File: config.mk
export PLATFORM = sky130hd
export DESIGN_NAME = mesm6_membus_arbiter
export DESIGN_NICKNAME = d
export VERILOG_FILES = /design/src/rtl/mesm6_pkg.sv /design/src/rtl/mesm6_fetch_buf.sv /design/src/rtl/mesm6_membus_arbiter.sv
export SDC_FILE = /design/constraint.sdc
export NUM_CORES = 1
export LEC_CHECK = 0
export BUFFER_PORTS_ARGS = -buffer_cell sky130_fd_sc_hd__buf_2
export CORE_AREA = 2 2 114 116
export CTS_BUF_LIST = sky130_fd_sc_hd__clkbuf_16
export DETAILED_ROUTE_END_ITERATION = 7
export DIE_AREA = 0 0 116 118
export PLACE_DENSITY = 0.77
export SLEW_MARGIN = 40
export SYNTH_ARGS = -nofsm -noshare
export SYNTH_HDL_FRONTEND = slang
export SYNTH_SLANG_ARGS = --single-unit
File: constraint.sdc
create_clock -name clk -period 3.4 [get_ports clk]
set_input_delay 0 -clock clk [delete_from_list [all_inputs] [get_ports clk]]
set_output_delay 0 -clock clk [all_outputs]
set_load 0.05 [all_outputs]
File: src/rtl/mesm6_pkg.sv
// Shared definitions for the mesm6 memory bus arbiter slice:
// bus widths and the arbiter FSM state encoding.
package mesm6_pkg;

  localparam int ADDR_W = 15;
  localparam int DATA_W = 48;

  typedef enum logic [1:0] {
    ST_IDLE = 2'd0,
    ST_MEM  = 2'd1,
    ST_RESP = 2'd2
  } arb_state_e;

  // A dbus request is any read or write strobe; write wins when both are set.
  function automatic logic dbus_req(input logic rd, input logic wr);
    return rd | wr;
  endfunction

endpackage

File: src/rtl/mesm6_fetch_buf.sv
// One-word instruction fetch buffer: remembers tag and data of the last
// ibus memory read, and drops it when a dbus write lands on the tagged word.
// Only instantiated when MESM6_ARB_FBUF_EN is defined.
module mesm6_fetch_buf
  import mesm6_pkg::*;
(
  input  logic              clk,
  input  logic              reset_n,
  input  logic [ADDR_W-1:0] lookup_addr,
  input  logic              fill_en,
  input  logic [ADDR_W-1:0] fill_addr,
  input  logic [DATA_W-1:0] fill_data,
  input  logic              inval_en,
  input  logic [ADDR_W-1:0] inval_addr,
  output logic              hit,
  output logic [DATA_W-1:0] hit_data
);

  logic              valid_r;
  logic [ADDR_W-1:0] tag_r;
  logic [DATA_W-1:0] data_r;

  assign hit      = valid_r && (tag_r == lookup_addr);
  assign hit_data = data_r;

  // Fill on a completed fetch, invalidate on a write to the buffered word
  always_ff @(posedge clk) begin
    if (!reset_n) begin
      valid_r <= 1'b0;
      tag_r   <= {ADDR_W{1'b0}};
      data_r  <= {DATA_W{1'b0}};
    end else if (fill_en) begin
      valid_r <= 1'b1;
      tag_r   <= fill_addr;
      data_r  <= fill_data;
    end else if (inval_en && valid_r && (tag_r == inval_addr)) begin
      valid_r <= 1'b0;
    end else begin
      valid_r <= valid_r;
    end
  end

endmodule

File: src/rtl/mesm6_membus_arbiter.sv
// Arbitrates the instruction bus (ibus) and data bus (dbus) onto a single
// memory port, one transaction at a time (IDLE -> MEM -> RESP -> IDLE).
// dbus normally wins; after STARVE_LIMIT consecutive dbus grants taken
// while a fetch waits, the fetch is granted next.
// Optional feature: define MESM6_ARB_FBUF_EN to add a one-word fetch buffer
// that answers repeated fetches of the same address without a memory access.
module mesm6_membus_arbiter
  import mesm6_pkg::*;
#(
  parameter int STARVE_LIMIT = 4
) (
  input  logic              clk,
  input  logic              reset_n,
  input  logic              ibus_fetch,
  input  logic [ADDR_W-1:0] ibus_addr,
  output logic [DATA_W-1:0] ibus_input,
  output logic              ibus_done,
  input  logic              dbus_read,
  input  logic              dbus_write,
  input  logic [ADDR_W-1:0] dbus_addr,
  input  logic [DATA_W-1:0] dbus_output,
  output logic [DATA_W-1:0] dbus_input,
  output logic              dbus_done,
  output logic              mem_req,
  output logic              mem_we,
  output logic [ADDR_W-1:0] mem_addr,
  output logic [DATA_W-1:0] mem_wdata,
  input  logic [DATA_W-1:0] mem_rdata,
  input  logic              mem_ack
);

  localparam int CNT_W = $clog2(STARVE_LIMIT + 2);
  localparam logic [CNT_W-1:0] STARVE_MAX = CNT_W'(STARVE_LIMIT);

  arb_state_e        state_r,      state_nx_s;
  logic [CNT_W-1:0]  starve_cnt_r, starve_nx_s;
  logic              gnt_dbus_r,   gnt_dbus_nx_s;
  logic              mem_req_r,    mem_req_nx_s;
  logic              mem_we_r,     mem_we_nx_s;
  logic [ADDR_W-1:0] mem_addr_r,   mem_addr_nx_s;
  logic [DATA_W-1:0] mem_wdata_r,  mem_wdata_nx_s;
  logic [DATA_W-1:0] data_r,       data_nx_s;
  logic              ibus_done_r,  ibus_done_nx_s;
  logic              dbus_done_r,  dbus_done_nx_s;

  logic              dbus_req_s;
  logic              starved_s;
  logic              fb_hit_s;
  logic [DATA_W-1:0] fb_data_s;

  assign dbus_req_s = dbus_req(dbus_read, dbus_write);
  assign starved_s  = ibus_fetch && (starve_cnt_r >= STARVE_MAX);

`ifdef MESM6_ARB_FBUF_EN
  logic fill_s;
  logic inval_s;

  // A completed ibus access is always a read; a dbus write completion may
  // hit the buffered word and must drop it.
  assign fill_s  = (state_r == ST_MEM) && mem_ack && !gnt_dbus_r;
  assign inval_s = (state_r == ST_MEM) && mem_ack && gnt_dbus_r && mem_we_r;

  mesm6_fetch_buf u_fetch_buf (
    .clk         (clk),
    .reset_n     (reset_n),
    .lookup_addr (ibus_addr),
    .fill_en     (fill_s),
    .fill_addr   (mem_addr_r),
    .fill_data   (mem_rdata),
    .inval_en    (inval_s),
    .inval_addr  (mem_addr_r),
    .hit         (fb_hit_s),
    .hit_data    (fb_data_s)
  );
`else
  assign fb_hit_s  = 1'b0;
  assign fb_data_s = {DATA_W{1'b0}};
`endif

  // Next-state, grant decision and next value of every registered output
  always_comb begin
    state_nx_s     = state_r;
    starve_nx_s    = starve_cnt_r;
    gnt_dbus_nx_s  = gnt_dbus_r;
    mem_req_nx_s   = 1'b0;
    mem_we_nx_s    = 1'b0;
    mem_addr_nx_s  = mem_addr_r;
    mem_wdata_nx_s = mem_wdata_r;
    data_nx_s      = data_r;
    ibus_done_nx_s = 1'b0;
    dbus_done_nx_s = 1'b0;

    case (state_r)
      ST_IDLE: begin
        if (dbus_req_s && !starved_s) begin
          state_nx_s     = ST_MEM;
          gnt_dbus_nx_s  = 1'b1;
          mem_req_nx_s   = 1'b1;
          mem_we_nx_s    = dbus_write;
          mem_addr_nx_s  = dbus_addr;
          mem_wdata_nx_s = dbus_output;
          if (ibus_fetch) begin
            starve_nx_s = starve_cnt_r + CNT_W'(1);
          end else begin
            starve_nx_s = {CNT_W{1'b0}};
          end
        end else if (ibus_fetch) begin
          if (fb_hit_s) begin
            // Buffer hit: answer straight away, starvation count untouched
            state_nx_s     = ST_RESP;
            gnt_dbus_nx_s  = 1'b0;
            ibus_done_nx_s = 1'b1;
            data_nx_s      = fb_data_s;
          end else begin
            state_nx_s    = ST_MEM;
            gnt_dbus_nx_s = 1'b0;
            mem_req_nx_s  = 1'b1;
            mem_we_nx_s   = 1'b0;
            mem_addr_nx_s = ibus_addr;
            starve_nx_s   = {CNT_W{1'b0}};
          end
        end else begin
          starve_nx_s = {CNT_W{1'b0}};
        end
      end

      ST_MEM: begin
        if (mem_ack) begin
          state_nx_s     = ST_RESP;
          data_nx_s      = mem_rdata;
          ibus_done_nx_s = !gnt_dbus_r;
          dbus_done_nx_s = gnt_dbus_r;
        end else begin
          mem_req_nx_s = 1'b1;
          mem_we_nx_s  = mem_we_r;
        end
      end

      ST_RESP: begin
        state_nx_s = ST_IDLE;
      end

      default: begin
        state_nx_s = ST_IDLE;
      end
    endcase

    // A fetch that is no longer waiting cannot be starved
    if (!ibus_fetch) begin
      starve_nx_s = {CNT_W{1'b0}};
    end else begin
      starve_nx_s = starve_nx_s;
    end
  end

  // State and output registers; reset aborts any transaction in flight
  always_ff @(posedge clk) begin
    if (!reset_n) begin
      state_r      <= ST_IDLE;
      starve_cnt_r <= {CNT_W{1'b0}};
      gnt_dbus_r   <= 1'b0;
      mem_req_r    <= 1'b0;
      mem_we_r     <= 1'b0;
      mem_addr_r   <= {ADDR_W{1'b0}};
      mem_wdata_r  <= {DATA_W{1'b0}};
      data_r       <= {DATA_W{1'b0}};
      ibus_done_r  <= 1'b0;
      dbus_done_r  <= 1'b0;
    end else begin
      state_r      <= state_nx_s;
      starve_cnt_r <= starve_nx_s;
      gnt_dbus_r   <= gnt_dbus_nx_s;
      mem_req_r    <= mem_req_nx_s;
      mem_we_r     <= mem_we_nx_s;
      mem_addr_r   <= mem_addr_nx_s;
      mem_wdata_r  <= mem_wdata_nx_s;
      data_r       <= data_nx_s;
      ibus_done_r  <= ibus_done_nx_s;
      dbus_done_r  <= dbus_done_nx_s;
    end
  end

  assign mem_req    = mem_req_r;
  assign mem_we     = mem_we_r;
  assign mem_addr   = mem_addr_r;
  assign mem_wdata  = mem_wdata_r;
  assign ibus_done  = ibus_done_r;
  assign dbus_done  = dbus_done_r;
  assign ibus_input = data_r;
  assign dbus_input = data_r;

endmodule

==> results of run 1 <==
[cell usage after synthesis, types with 2 or more instances]
cell | count | area [um^2]
a21oi_2 | 6 | 52.55
nand2_1 | 131 | 491.7
a311oi_1 | 15 | 131.4
nor2_1 | 3 | 11.26
nor2_2 | 2 | 12.51
nand4_1 | 49 | 306.5
nor3_1 | 2 | 10.01
buf_1 | 5 | 18.77
o31ai_1 | 48 | 360.4
a21oi_1 | 109 | 545.5
buf_4 | 54 | 405.4
clkbuf_1 | 28 | 105.1
o21a_1 | 2 | 15.01
dfxtp_1 | 121 | 2422
buf_6 | 2 | 22.52
buf_2 | 20 | 100.1
[path summary, 6_finish.rpt]
kind,startpoint,to,slack [ns]
worst max register to register,state_r[1],mem_addr[8],0.99
worst min-delay path,dbus_read,gnt_dbus_r,0.17
worst min register to register,dbus_input[30],dbus_input[30],0.46
worst max-delay path,state_r[1],mem_addr[8],0.99
[worst max-delay path: cells and delay by family, from the launching register on]
kind	cells	cell delay, ns
simple gates	2	1.12
buf+inv	1	0.61
flops	1	0.35
compound gates	1	0.21
[cells by family after synthesis]
kind of cell | count (synthesis)
AO/OA/AOI/OAI | 184
adder cells (fa/ha/maj) | 1
buffers and inverters | 111
flip-flops | 121
AND/OR/NAND/NOR | 198
[state kept, by name, indices dropped and copies added, names as in the netlist]
name          cells
dbus_done         1
dbus_input       48
gnt_dbus_r        1
ibus_done         1
mem_addr         15
mem_req           1
mem_wdata        48
mem_we            1
starve_cnt_r      3
state_r           2
[routing by layer]
layer	vias up	share of wire, %
li1	2829	-
met1	2727	39
met2	303	50
met3	56	7.0
met4	0	3.4
met5	-	0
[report_power, final]
group          internal [mW]  total [mW]  switching, mW
clock                  0.899        1.52          0.622
sequential              1.52        1.59         0.0629
combinational          0.355        1.12          0.764
total                   2.78        4.23           1.45
[area by class of cell]
cell class              instances  share of cell area (%)
clock inverters                15                  0.8819
flip-flops and latches        121                   29.96
clock buffers                  17                   5.261
multi-input cells             383                   26.12
repair buffers                431                   35.06
inverters                       1                 0.06189
well taps                     172                   2.661
[layout by cell type, fill, tap and decap left out]
master,count
or4_1,1
and3b_4,1
and2_4,1
a21oi_1,109
dlygate4sd3_1,131
buf_8,1
and3_1,1
ha_1,1
a311oi_1,15
nor3b_1,1
nand4_1,49
or2_4,2
nor2_2,1
dfxtp_1,121
nand3b_1,1
clkinv_2,7
o2bb2ai_2,1
clkinvlp_4,2
a21oi_2,6
a32oi_1,1
nor2_4,2
nand2_4,1
clkinv_1,4
nand2_1,130
nor3_1,2
buf_4,5
o31ai_1,48
nand3_1,1
inv_1,3
or3_1,1
nor2_1,2
buf_2,294
clkbuf_16,17
o21a_1,2
nand4b_1,1
a2bb2oi_4,1
o21ai_0,1
[stage by stage]
stage / hold WS (ns) / util [%] / instances / total power [mW] / setup WS (ns)
floorplan: 0.1178 / - / 615 / 2.355 / 2.131
global placement: 0.2409 / 50.34 / 976 / 2.566 / 1.327
detailed placement: 0.2459 / 50.55 / 977 / 2.577 / 1.559
CTS: 0.1205 / 65.12 / 1140 / 4.217 / 1.033
global route: 0.2434 / 65.14 / 1140 / 4.370 / 0.8933
finish: 0.1680 / 65.14 / 1140 / 4.226 / 0.9944
==> run summary, run 1 <==
Status: finished clean
Mean routed wirelength per cell: 15.95 um
FF+latch count, synth: 121
Post-Synthesis Cells: 615
Area Overhead vs Synth: 56.30%
Yosys warning total: 0
Worst Hold Class: in2reg
Sinks on Clock Net: 121
Antenna violations before repair: 0
Die area: 0.01369 mm^2
Hold path cells: 4
Synth Flop Type: dfxtp_1
DP HPWL: 10.12 mm
# port buffers: 294
CTS tree: done
Via count: 5915
Critical path arrival: 2.71 ns
Multiplexer share of the synthesized area: 0%
Overflow after GRT: 0
Met1 usage: 28.72%
Vias in the first global route: 5640
Syn Std Cell Area: 0.005174 mm^2
Core footprint: 0.01241 mm^2
Startpoint types: register
Routed wire length: 18.19 mm
Met3 capacity usage during global routing: 6.128%
Complex-gate fraction of the synthesized area: 22.42%
Finished Cell Area: 0.008087 mm^2
Antenna-violating nets left: 0
CP cell instances: or2_4 -> nor2_2 -> a311oi_1 -> dlygate4sd3_1
DP Area: 0.006276 mm^2
Adder-cell share of the synthesized area: 0.2418%
Share of layout cells above drive strength 1: 35.33%
Clk buf depth: 2
Max IR drop VDD: 0.3054 mV
Accumulated negative setup slack: 0 ns
CP max stage cell: nor2_2
Vias per cell: 5.189
Multi-input logic area: 0.002112 mm^2
Min Tclk post-route: 2.406 ns
Post-synthesis cell type count: 34
Final net count: 1088
Main combinational cell family by area after synthesis: compound AO/OA/AOI/OAI gates
RSZ-0062 raised after global routing: false
Crit Path Class: reg2reg
# setup viols final: 0
Crit Path Max Fanout: 54
Crit. End Element: register
Relative slew slack: 52.65%
GR peak layer: met2
# Post-CTS Setup Buffers: 0
Largest net degree at the start of global routing: 67
Post-CTS sizing: 0
Post-synth EDFFs: 0
Final Max Tran Viols: 0
Reg clk slew, reported paths: 0.06 ns
Clock skew: 0.01043 ns
Grt met2 use: 44.37%
Diodes inserted: 0
Aggregate global-route resource usage: 25.47%
H-tree depth: 4
Share of the yosys chip area belonging to registers: 46.82%
Starting Density: 41.68%
Post-route DRC: 0
Area share of and/or/nand/nor cells after synthesis: 17.56%
Slowest stage delay, CP: 0.64 ns
Num rows: 41
Width of the chip: 116 um
Top Ports: 295
Final-layout fill cell count: 987
Placer Congestion: 0.7989
CTS Hold Bufs: 131
Cell Pwr Density: 522.6 mW/mm^2
XOR/XNOR Fraction of Synth Area: 0%
Slew @ Worst Pin: 0.7103 ns
Storage element area: 0.002422 mm^2
Drt pass-1 iters: 5
Clk root buf: clkbuf_16
Final period utilization: 70.75%
Clk Latency, worst-skew pair: 0.42 ns
Max-Cap Viols: 0
Fmax: 415.7 MHz
Die H: 118 um
Worst path required time: 3.71 ns
Final Hold Fails: 0
First-pass GRT wire length: 27.70 mm
Worst R2R Path Depth: 4
Total CTS buffers: 17
Syn_area_per_cell: 8.413 um^2
Iter 0 DRT Violations: 549
Async SR Flop Fraction: 0%
Syn_nets: 748
LEAKAGE: 3.880 nW
Power figures use the tool's default switching activity.
==> inputs of run 2 (changes only) <==
CORE_AREA = unset   (was 2 2 114 116)
CORE_MARGIN = 2   (was unset)
CORE_UTILIZATION = 40   (was unset)
DIE_AREA = unset   (was 0 0 116 118)
PLACE_DENSITY = 0.78   (was 0.77)
clock period = 2 ns   (was 3.4 ns; I/O delays follow)
==> run 2 against run 1 <==
Effect of this change:
- sequential share of layout area decreased by 0.62 points
- global-route usage up 0.058 points
- power is 78% higher
- combinational power increased by 70%
- critical path type unchanged
- largest power group is now clock
- clock skew is 0.0050 ns lower
==> run summary, run 2 (synthesis gave the netlist of run 1 again) <==
Status: finished clean
Max-Cap Viols: 0 (unchanged)
# Post-CTS Setup Buffers: 0 (unchanged)
Sinks on Clock Net: 121 (unchanged)
Relative slew slack: 54.72% (+2.1 points)
Worst Hold Class: in2reg
Core footprint: 0.01262 mm^2 (+1.7%)
Iter 0 DRT Violations: 455 (-17%)
Reg clk slew, reported paths: 0.05 ns (about the same)
Startpoint types: register
Overflow after GRT: 0 (unchanged)
Via count: 5969 (+0.91%)
Fmax: 591.0 MHz (+42%)
DP Area: 0.006397 mm^2 (+1.9%)
Final Max Tran Viols: 0 (unchanged)
Crit Path Max Fanout: 31 (-43%)
LEAKAGE: 3.928 nW (+1.2%)
Share of layout cells above drive strength 1: 35.63% (+0.30 points)
Final net count: 1091 (+0.28%)
Antenna violations before repair: 0 (unchanged)
Finished Layout Cells: 1143 (+0.26%)
Most frequent cells in the layout: 294 x buf_2, 130 x nand2_1, 129 x dlygate4sd3_1
Mean routed wirelength per cell: 15.79 um (-0.99%)
# port buffers: 294 (unchanged)
CTS Hold Bufs: 129 (-1.5%)
Accumulated negative setup slack: 0 ns (unchanged)
Min Tclk post-route: 1.692 ns (-0.7134 ns)
Routed wire length: 18.05 mm (-0.73%)
DP HPWL: 10.19 mm (+0.67%)
Placer Congestion: 0.8056 (+0.84%)
Die H: 117.7 um (-0.23%)
Worst reg2reg endpoint: mem_wdata[41]
Width of the chip: 117.7 um (+1.5%)
Crit. End Element: register
Largest net degree at the start of global routing: 79 (+18%)
Top Ports: 295 (unchanged)
Cell Pwr Density: 912.7 mW/mm^2 (+75%)
Crit Path Class: reg2reg
CTS tree: done
# setup viols final: 0 (unchanged)
Placed cells: 982 (+0.51%)
Worst Min Path Start: dbus_write
R2R Setup Slk: 0.31 ns (-0.69 ns)
Post-CTS sizing: 0 (unchanged)
Final Hold Fails: 0 (unchanged)
Final-layout fill cell count: 1006 (+1.9%)
RSZ-0062 raised after global routing: false
FF-to-FF Start: state_r[1]
Post-route DRC: 0 (unchanged)
Clk Latency, worst-skew pair: 0.40 ns (-0.02 ns)
Clk root buf: clkbuf_16
Final period utilization: 84.61% (+14 points)
Drt pass-1 iters: 5 (unchanged)
Vias per cell: 5.222 (+0.65%)
Worst R2R Path Depth: 4 (unchanged)
Diodes inserted: 0 (unchanged)
Hold EP: mem_we
Critical path arrival: 1.96 ns (-0.75 ns)
Num rows: 41 (unchanged)
Total CTS buffers: 17 (unchanged)
Hold path cells: 3 (-1)
Finished Cell Area: 0.008257 mm^2 (+2.1%)
First-pass GRT wire length: 28.91 mm (+4.4%)
Clk buf depth: 2 (unchanged)
H-tree depth: 4 (unchanged)
Worst path required time: 2.27 ns (-1.44 ns)
Commonest non-fill, non-tap cell in the layout: buf_2
Clock skew: 0.005433 ns (-0.005001 ns)
Area Overhead vs Synth: 59.59%
Die area: 0.01386 mm^2 (+1.3%)
Aggregate global-route resource usage: 25.53% (+0.058 points)
Antenna-violating nets left: 0 (unchanged)
Starting Density: 41.00% (-0.68 points)
Max IR drop VDD: 0.5141 mV (+68%)
Vias in the first global route: 5745 (+1.9%)
Slew @ Worst Pin: 0.6752 ns (-0.03501 ns)
## run 2: layout make-up
| class | instances | area (um^2) | area share [%] |
|---|---|---|---|
| multi-input cells | 383 | 2101 | 25.44 |
| inverters | 1 | 5.005 | 0.06062 |
| well taps | 172 | 215.2 | 2.606 |
| repair buffers | 434 | 2945 | 35.67 |
| clock buffers | 17 | 425.4 | 5.152 |
| clock inverters | 15 | 142.6 | 1.728 |
| flip-flops and latches | 121 | 2422 | 29.34 |
## run 2: power breakdown
group / switching [mW] / total, mW / internal, mW
clock: 1.03 / 2.95 / 1.91
sequential: 0.104 / 2.69 / 2.59
combinational: 1.29 / 1.90 / 0.602
## run 2: stage by stage
step	utilization [%]	power, mW	setup slack [ns]	hold WS, ns
floorplan	-	4.004	0.7307	0.1178
global placement	50.67	4.399	0.4855	0.2407
detailed placement	50.69	4.412	0.4056	0.2460
CTS	65.43	7.564	0.3962	0.01565
global route	65.43	7.831	0.2131	0.07213
finish	65.43	7.536	0.3078	0.03666
## run 2: worst max-delay path, stage by stage, from the launching register on
cell and delay [ns]:
dfxtp_1 0.35, or2_2 0.51, buf_12 0.25, o31ai_1 0.30, a21oi_1 0.14
## run 2: how the worst max path moves through the flow
stage	startpoint	end	slack (ns)	depth (start not counted)
detailed placement	state_r[1]	mem_wdata[36]	0.41	4
floorplan	starve_cnt_r[2]	mem_wdata[44]	0.73	5
global placement	state_r[1]	mem_wdata[35]	0.49	4
global route	state_r[1]	mem_wdata[41]	0.21	4
CTS	state_r[1]	mem_wdata[36]	0.40	4
finish	state_r[1]	mem_wdata[41]	0.31	4
## run 2: per-layer routing
metal | part of all wire, % | GRT usage [%]
met1 | 39 | 29.07
met3 | 6.4 | 6.202
met4 | 5.2 | 15.21
met5 | 0 | 0
met2 | 50 | 43.28
==> inputs of run 3 (changes only) <==
CORE_AREA = 2 2 115 117   (was unset)
CORE_MARGIN = unset   (was 2)
CORE_UTILIZATION = unset   (was 40)
DIE_AREA = 0 0 117 119   (was unset)
PLACE_DENSITY = 0.76   (was 0.78)
clock period = 1.7 ns   (was 2 ns; I/O delays follow)
==> run 3 against run 2 <==
Effect of this change:
- sequential cell count unchanged
- die area increased by 0.45%
- first-iteration DRC count decreased by 14%
- via count decreased by 0.89%
- clock skew increased by 0.0011 ns
- global-route usage decreased by 0.055 points
- largest power group unchanged
==> run summary, run 3 (synthesis gave the netlist of run 1 again) <==
Status: finished clean
Drt pass-1 iters: 5 (unchanged)
Slowest stage delay, CP: 0.45 ns (-0.06 ns)
Width of the chip: 117 um (-0.62%)
Min Tclk post-route: 1.624 ns (-0.06828 ns)
Antenna-violating nets left: 0 (unchanged)
Share of layout cells above drive strength 1: 36.21% (+0.57 points)
Finished Layout Cells: 1153 (+0.87%)
Tot Pwr: 9.125 mW (+21%)
Die area: 0.01392 mm^2 (+0.45%)
Accumulated negative setup slack: 0 ns (unchanged)
FF-to-FF Start: state_r[1]
Worst Hold Class: in2reg
Largest net degree at the start of global routing: 52 (-34%)
Die H: 119 um (+1.1%)
Final Max Tran Viols: 0 (unchanged)
DP Area: 0.006400 mm^2 (about the same)
CP max stage cell: or2_2
Post-route DRC: 0 (unchanged)
Finished Cell Area: 0.008314 mm^2 (+0.70%)
Most frequent cells in the layout: 294 x buf_2, 130 x nand2_1, 130 x dlygate4sd3_1
DP HPWL: 10.42 mm (+2.3%)
Core footprint: 0.01287 mm^2 (+2.0%)
Hold path cells: 4 (+1)
Slew @ Worst Pin: 0.7371 ns (+0.06187 ns)
Final core utilization: 64.58% (-0.85 points)
Worst path required time: 1.98 ns (-0.29 ns)
CTS tree: done
Clock skew: 0.006566 ns (+0.001133 ns)
First-pass GRT wire length: 28.10 mm (-2.8%)
H-tree depth: 4 (unchanged)
Startpoint types: register
# port buffers: 294 (unchanged)
Fmax: 615.8 MHz (+4.2%)
R2R Setup Slk: 0.08 ns (-0.23 ns)
Critical path arrival: 1.90 ns (-0.06 ns)
Grt met2 use: 43.14% (-0.14 points)
RSZ-0062 raised after global routing: false
Cell Pwr Density: 1098 mW/mm^2 (+20%)
Worst Min Path Start: dbus_read
Mean routed wirelength per cell: 15.67 um (-0.77%)
Worst reg2reg endpoint: mem_wdata[36]
Clk Latency, worst-skew pair: 0.41 ns (about the same)
Crit Path Class: reg2reg
Clk root buf: clkbuf_16
Clk buf depth: 2 (unchanged)
Met3 capacity usage during global routing: 7.481% (+1.3 points)
Final period utilization: 95.52% (+11 points)
Iter 0 DRT Violations: 391 (-14%)
Reg clk slew, reported paths: 0.06 ns (about the same)
Total CTS buffers: 17 (unchanged)
Aggregate global-route resource usage: 25.48% (-0.055 points)
Placer Congestion: 0.7755 (-3.7%)
Antenna violations before repair: 2 (+2)
Placed cells: 989 (+0.71%)
Max IR drop VDD: 0.5720 mV (+11%)
LEAKAGE: 3.945 nW (+0.45%)
Top Ports: 295 (unchanged)
CP top delay family: compound AO/OA/AOI/OAI gates
CP cell instances: or2_2 -> buf_12 -> o31ai_1 -> a21oi_1
Final net count: 1095 (+0.37%)
Num rows: 42 (+2.4%)
Crit Path Max Fanout: 34 (+9.7%)
Starting Density: 40.18% (-0.81 points)
Final Hold Fails: 0 (unchanged)
Max-Cap Viols: 0 (unchanged)
Critical path buffer and inverter count: 1 (unchanged)
Relative slew slack: 50.57% (-4.1 points)
Area Overhead vs Synth: 60.70%
Overflow after GRT: 0 (unchanged)
Routed wire length: 18.07 mm (about the same)
Met1 usage: 28.62% (-0.45 points)
Sinks on Clock Net: 121 (unchanged)
Via count: 5916 (-0.89%)
Vias per cell: 5.131 (-1.7%)
Commonest non-fill, non-tap cell in the layout: buf_2
Hold EP: gnt_dbus_r
Crit. End Element: register
Vias in the first global route: 5770 (+0.44%)
# setup viols final: 0 (unchanged)
Post-CTS sizing: 0 (unchanged)
GR peak layer: met2
Worst R2R Path Depth: 4 (unchanged)
-- run 3: power by group --
group          switching (mW)  leakage (nW)  internal, mW
clock                    1.27         0.293          2.42
sequential              0.122         0.993          3.05
combinational            1.53          2.66         0.731
total                    2.93          3.95          6.20
-- run 3: worst max-delay path by stage --
stage               cells after the start            start       endpoint
floorplan                               5  starve_cnt_r[2]  mem_wdata[44]
global placement                        4  starve_cnt_r[2]  mem_wdata[26]
detailed placement                      4       state_r[1]  mem_wdata[11]
CTS                                     4  starve_cnt_r[2]  mem_wdata[18]
global route                            4  starve_cnt_r[2]  mem_wdata[36]
finish                                  4       state_r[1]  mem_wdata[36]
-- run 3: layout make-up --
type | count | area (um^2)
fillers | 1038 | 4561
diodes | 2 | 5.005
repair buffers | 438 | 2953
clock buffers | 17 | 425.4
clock inverters | 15 | 182.7
inverters | 1 | 5.005
flip-flops and latches | 121 | 2422
multi-input cells | 383 | 2101
well taps | 176 | 220.2
-- run 3: tightest hold or removal path, stage by stage --
cell and delay, ns:
buf_2 0.19, nor3_1 0.11, o21ai_0 0.15, a21oi_1 0.06
-- run 3: repair_timing --
item,in CTS,in global routing
hold buffers,130,0
setup buffers,0,0
hold endpoints to repair,118,0
-- run 3: metal layers --
metal	up-vias	part of all wire [%]
li1	2844	-
met5	-	0
met4	0	4.1
met1	2717	39
met2	299	50
met3	56	7.2
-- run 3: through the flow --
stage,hold WS (ns),setup slack (ns)
final,0.1463,0.07611
after global routing,0.1852,0.03109
after CTS,0.1256,0.1895
after detailed placement,0.2467,0.2157
after global placement,0.2418,0.2444
after floorplan,0.1178,0.4307
